`src/rtl/mod_updown_counter_if.sv`:
```
// Control/status bundle for mod_updown_counter: the master drives count controls,
// the slave (the counter) returns the registered count and terminal-count pulse.
interface mod_updown_counter_if #(
  parameter int WIDTH = 4
);
  logic             en;
  logic             up_dn;
  logic             clear;
  logic             load;
  logic [WIDTH-1:0] load_val;
  logic [WIDTH-1:0] count;
  logic             tc;

  modport master (
    output en, up_dn, clear, load, load_val,
    input  count, tc
  );

  modport slave (
    input  en, up_dn, clear, load, load_val,
    output count, tc
  );
endinterface

```
`src/rtl/mod_updown_counter.sv`:
```
// Synchronous up/down modulo-MODULUS counter with clock-enable prescaler, clear/load
// and registered terminal-count pulse. Define COUNTER_SAT_EN for saturating mode.
module mod_updown_counter #(
  parameter int WIDTH    = 4,
  parameter int MODULUS  = 16,
  parameter int PRESCALE = 1
) (
  input  logic                 clk,
  input  logic                 reset,
  mod_updown_counter_if.slave  if_s
);

  localparam int PW = (PRESCALE > 1) ? $clog2(PRESCALE) : 1;
  localparam logic [WIDTH-1:0] C_MAX      = WIDTH'(MODULUS - 1);
  localparam logic [PW-1:0]    C_PRE_LAST = PW'(PRESCALE - 1);

  logic [WIDTH-1:0] r_count;
  logic [PW-1:0]    r_pre_cnt;
  logic             r_tc;

  logic             w_pre_last;
  logic             w_at_top;
  logic             w_at_bot;
  logic [WIDTH-1:0] w_load_clamped;

  assign w_pre_last     = (r_pre_cnt == C_PRE_LAST);
  assign w_at_top       = (r_count == C_MAX);
  assign w_at_bot       = (r_count == '0);
  assign w_load_clamped = (32'(if_s.load_val) >= 32'(MODULUS)) ? C_MAX : if_s.load_val;

  always_ff @(posedge clk or posedge reset) begin
    if (reset) begin
      r_count   <= '0;
      r_pre_cnt <= '0;
      r_tc      <= 1'b0;
    end else if (if_s.clear) begin
      r_count   <= '0;
      r_pre_cnt <= '0;
      r_tc      <= 1'b0;
    end else if (if_s.load) begin
      r_count   <= w_load_clamped;
      r_pre_cnt <= '0;
      r_tc      <= 1'b0;
    end else if (if_s.en && !w_pre_last) begin
      r_pre_cnt <= r_pre_cnt + PW'(1);
      r_tc      <= 1'b0;
    end else if (if_s.en) begin
      r_pre_cnt <= '0;
      // Boundary steps raise tc: a wrap normally, a blocked step in saturating mode
      if (if_s.up_dn) begin
        if (w_at_top) begin
`ifdef COUNTER_SAT_EN
          r_count <= C_MAX;
`else
          r_count <= '0;
`endif
          r_tc    <= 1'b1;
        end else begin
          r_count <= r_count + WIDTH'(1);
          r_tc    <= 1'b0;
        end
      end else begin
        if (w_at_bot) begin
`ifdef COUNTER_SAT_EN
          r_count <= '0;
`else
          r_count <= C_MAX;
`endif
          r_tc    <= 1'b1;
        end else begin
          r_count <= r_count - WIDTH'(1);
          r_tc    <= 1'b0;
        end
      end
    end else begin
      r_tc <= 1'b0;
    end
  end

  assign if_s.count = r_count;
  assign if_s.tc    = r_tc;

endmodule

```
`src/flat_wrapper.sv`:
```
// flat-port wrapper written by rule: the top's interface ports become plain ports
module mod_updown_counter_flat 
#(
  parameter int WIDTH    = 4,
  parameter int MODULUS  = 16,
  parameter int PRESCALE = 1
)
  (clk, reset, if_s_en, if_s_up_dn, if_s_clear, if_s_load, if_s_load_val, if_s_count, if_s_tc);
  mod_updown_counter_if #(.WIDTH(WIDTH)) if_s_i ();
  input  logic clk;
  input  logic reset;
  input wire logic [$bits(if_s_i.en)-1:0] if_s_en;
  input wire logic [$bits(if_s_i.up_dn)-1:0] if_s_up_dn;
  input wire logic [$bits(if_s_i.clear)-1:0] if_s_clear;
  input wire logic [$bits(if_s_i.load)-1:0] if_s_load;
  input wire logic [$bits(if_s_i.load_val)-1:0] if_s_load_val;
  output wire logic [$bits(if_s_i.count)-1:0] if_s_count;
  output wire logic [$bits(if_s_i.tc)-1:0] if_s_tc;
  assign if_s_i.en = if_s_en;
  assign if_s_i.up_dn = if_s_up_dn;
  assign if_s_i.clear = if_s_clear;
  assign if_s_i.load = if_s_load;
  assign if_s_i.load_val = if_s_load_val;
  assign if_s_count = if_s_i.count;
  assign if_s_tc = if_s_i.tc;
  mod_updown_counter #(.WIDTH(WIDTH), .MODULUS(MODULUS), .PRESCALE(PRESCALE)) u_core (.clk(clk), .reset(reset), .if_s(if_s_i));
endmodule
```
`config.mk`:
```
export PLATFORM = sky130hd
export DESIGN_NAME = mod_updown_counter_flat
export DESIGN_NICKNAME = d
export VERILOG_FILES = /design/src/rtl/mod_updown_counter_if.sv /design/src/rtl/mod_updown_counter.sv /design/src/flat_wrapper.sv
export SDC_FILE = /design/constraint.sdc
export NUM_CORES = 1
export LEC_CHECK = 0
export BUFFER_PORTS_ARGS = -buffer_cell sky130_fd_sc_hd__buf_4
export CORE_MARGIN = 3
export CORE_UTILIZATION = 25
export DETAILED_ROUTE_END_ITERATION = 10
export GPL_TIMING_DRIVEN = 1
export RECOVER_POWER = 100
export SETUP_SLACK_MARGIN = 0.3
export SYNTH_ARGS = -nofsm -noshare
export SYNTH_HDL_FRONTEND = slang
export SYNTH_SLANG_ARGS = --single-unit
```
`constraint.sdc`:
```
create_clock -name clk -period 2.3 [get_ports clk]
set_input_delay 0.115 -clock clk [delete_from_list [all_inputs] [get_ports clk]]
set_output_delay 0.115 -clock clk [all_outputs]
set_load 0.02 [all_outputs]
```
==> metrics.txt <==
asr flop ratio synth=100.0%; Slew HR=78.23%; root buf cell=clkbuf_4; synthesis-stage register bit count=6; clock tree from TritonCTS=built; crit-path leading delay family=flip-flops; Static Leak=0.0002480 uW; initial antenna violation count=0; Starting Density=28.57%; sequential power share=41.7%; routed vias=451; Final Instance Area=574.3 um2; Achievable Freq=560.0 MHz; Ant. Diodes=0; drt via density=5.125; Ports=15; Period minus WS final=1.786 ns; total CTS buffers=3; Gate power share=26.2%; Final Slew Violations=0; Filler Cell Count=188; NetSw=89.60 uW; Fin Setup TNS=0 ns; crit path max fanout=8; area delta synth->final=23.39%; Pwr Density=517.5 mW/mm2; PostCTS Resize Cnt=0; CP max stage delay=0.46 ns; Max Cap Viol=0; # rows=14; # DRC=0; Syn Area/Cell=9.499 um2; Worst VDD drop=0.0002780 V; PortBufs=14; first drt pass iteration count=4; switch share=30.15%; first-pass GRT wire length=1.918 mm; final worst-path cycle share=77.64%; core region area=0.001629 mm2; WL per Instance=12.03 um; antenna viol nets, final=0; Nets=78; clock sinks=6; die width=49.15 um; unrepaired setup endpoints after global routing=no; Post-Syn Area=465.4 um2; WP buf/inv=1; DIE AREA=0.002416 mm2; hold_ws=0.03342 ns; Clock transition at path regs=0.04 ns; Cells after DPL=84; CP max stage cell=dfrtp_1; Final HPWL DP=804.5 um; Congestion Overflow GR=0; Core Util, Final=35.25%; GP Congestion=0.7712; Worst Hold Class=in -> reg; H-tree depth reported by CTS=1; measured slew at the worst slew-check pin=0.3265 ns; total wire length=1.059 mm; Post-synth top flop=dfrtp_1; vias in the first global route=422; setup violators final=0; Worst Clk Skew=0.0001193 ns; post-CTS setup buffer count=0; worst skew pair latency=0.24 ns; status=finished clean; largest net degree at the start of global routing=12; Bufs on Longest Clock Path=2; Distinct cells, synth=29; WS Path Type=reg -> reg; layout cells sized above 1=20.31%; Gate Count Post-Synth=49; initial DRC count=7; startpoint types=flop; number of synthesized flops with an enable pin=0; sequential cell area fraction in the yosys report=32.26%; syn nets=61; yosys warns=0; non-filler cells, final=88; Placed Area=570.5 um2; Cell Chain, Critical Path=inv_1 -> ha_1 -> or3b_1 -> a21oi_2 -> nor3_1 -> o41ai_1; Clk pwr share=32.1%; Hold Vio Cnt, Final=0; die height=49.15 um; crit path DAT=1.92 ns; P_int=207.6 uW; GRT Overall Usage=10.33%; CP required=2.43 ns; CP Capture Type=flop
-- metrics by stage --
step,power [uW],setup WS (ns)
2_1_floorplan,181.4,0.5931
3_3_place_gp,209.4,0.6075
3_5_place_dp,210.1,0.5634
4_1_cts,308.4,0.5525
5_1_grt,322.9,0.3072
6_report,297.2,0.5144
-- cell usage after synthesis, types with 2 or more instances --
master / number / share of area (%)
nor2_1: 3 / 2.4
o21a_1: 2 / 3.2
nand3b_1: 2 / 3.2
nor2b_1: 2 / 2.7
nand2b_1: 2 / 2.7
a31oi_1: 2 / 2.7
buf_6: 2 / 4.8
ha_1: 2 / 5.4
nor3_1: 5 / 5.4
dfrtp_1: 6 / 32
inv_1: 3 / 2.4
-- worst reg2reg max path: cells and delay by family (launching register included) --
family | cells | cell delay, ns
AOI/OAI and AO/OA | 2 | 0.45
adders and majority gates | 1 | 0.19
DFF | 1 | 0.46
and+or+nand+nor | 2 | 0.44
buffers and inverters | 1 | 0.14
-- cell usage in the layout, fill, tap and decap left out --
cell type	n
a211oi_1	1
a21boi_0	1
a21o_1	1
a21oi_2	1
a31oi_1	2
and2_1	1
buf_4	8
clkbuf_1	5
clkbuf_4	4
dfrtp_1	6
dlygate4sd3_1	1
ha_1	2
inv_1	3
mux2i_1	1
nand2_1	1
nand2b_1	2
nand3b_1	2
nand4_1	1
nor2_1	3
nor2b_1	2
nor3_1	5
nor4_1	1
nor4b_1	1
o21a_1	2
o221ai_1	1
o311a_1	1
o31ai_1	1
o41ai_1	1
or3b_1	1
or4b_1	1
xor2_1	1
-- final timing paths --
check	startpoint	cells past startpoint	slack (ns)	end
min in group asynchronous	reset	3	0.35	u_core.r_pre_cnt
worst min register to register	u_core.r_pre_cnt	1	0.54	u_core.r_pre_cnt
max in group asynchronous	reset	3	1.75	u_core.if_s.count[3]
worst max-delay path	u_core.if_s.count[0]	6	0.51	u_core.if_s.count[0]
worst min-delay path	if_s_en	2	0.03	u_core.r_pre_cnt
worst max register to register	u_core.if_s.count[0]	6	0.51	u_core.if_s.count[0]
-- routing by layer --
| metal | share of wire (%) | global-route usage (%) |
|---|---|---|
| met4 | 1.3 | 2.844 |
| met1 | 48 | 12.22 |
| met3 | 4.3 | 5.505 |
| met5 | 0 | 0 |
| met2 | 46 | 16.07 |
-- power groups by stage --
stage	logic, uW	registers [uW]	clock network [uW]
final	77.8	124	95.4
after global routing	87.5	125	110
after CTS	86.3	124	98.1
after detailed placement	84.7	125	0
after global placement	84.0	125	0
after floorplan	51.5	130	0
-- registers in the layout, summed over array words and instances (netlist names) --
register / cells
u_core.if_s.count: 4
u_core.if_s.tc: 1
u_core.r_pre_cnt: 1
-- final cells by class --
cell class              instances  area [um2]  area share (%)
inverters                       3       11.26           1.961
multi-input cells              37       264.0           45.97
flip-flops and latches          6       150.1           26.14
clock buffers                   3       22.52           3.922
well taps                      24       30.03           5.229
repair buffers                 15       96.34           16.78
-- cell families (layout without fill, tap and decap cells) --
family | after synthesis | after routing | share of synthesized area [%]
simple gates | 21 | 21 | 27.69
compound gates | 12 | 12 | 21.78
flops | 6 | 6 | 32.26
buf+inv | 6 | 21 | 8.871
fa+ha+maj | 2 | 2 | 5.375
xor+xnor | 1 | 1 | 1.882
mux | 1 | 1 | 2.151
-- what timing repair did --
action,4_1_cts,5_1_grt
hold buffers,1,0
hold endpoints to repair,6,0
endpoints found under the setup margin,0,0
Note: power is estimated with default switching activity, not from simulation.
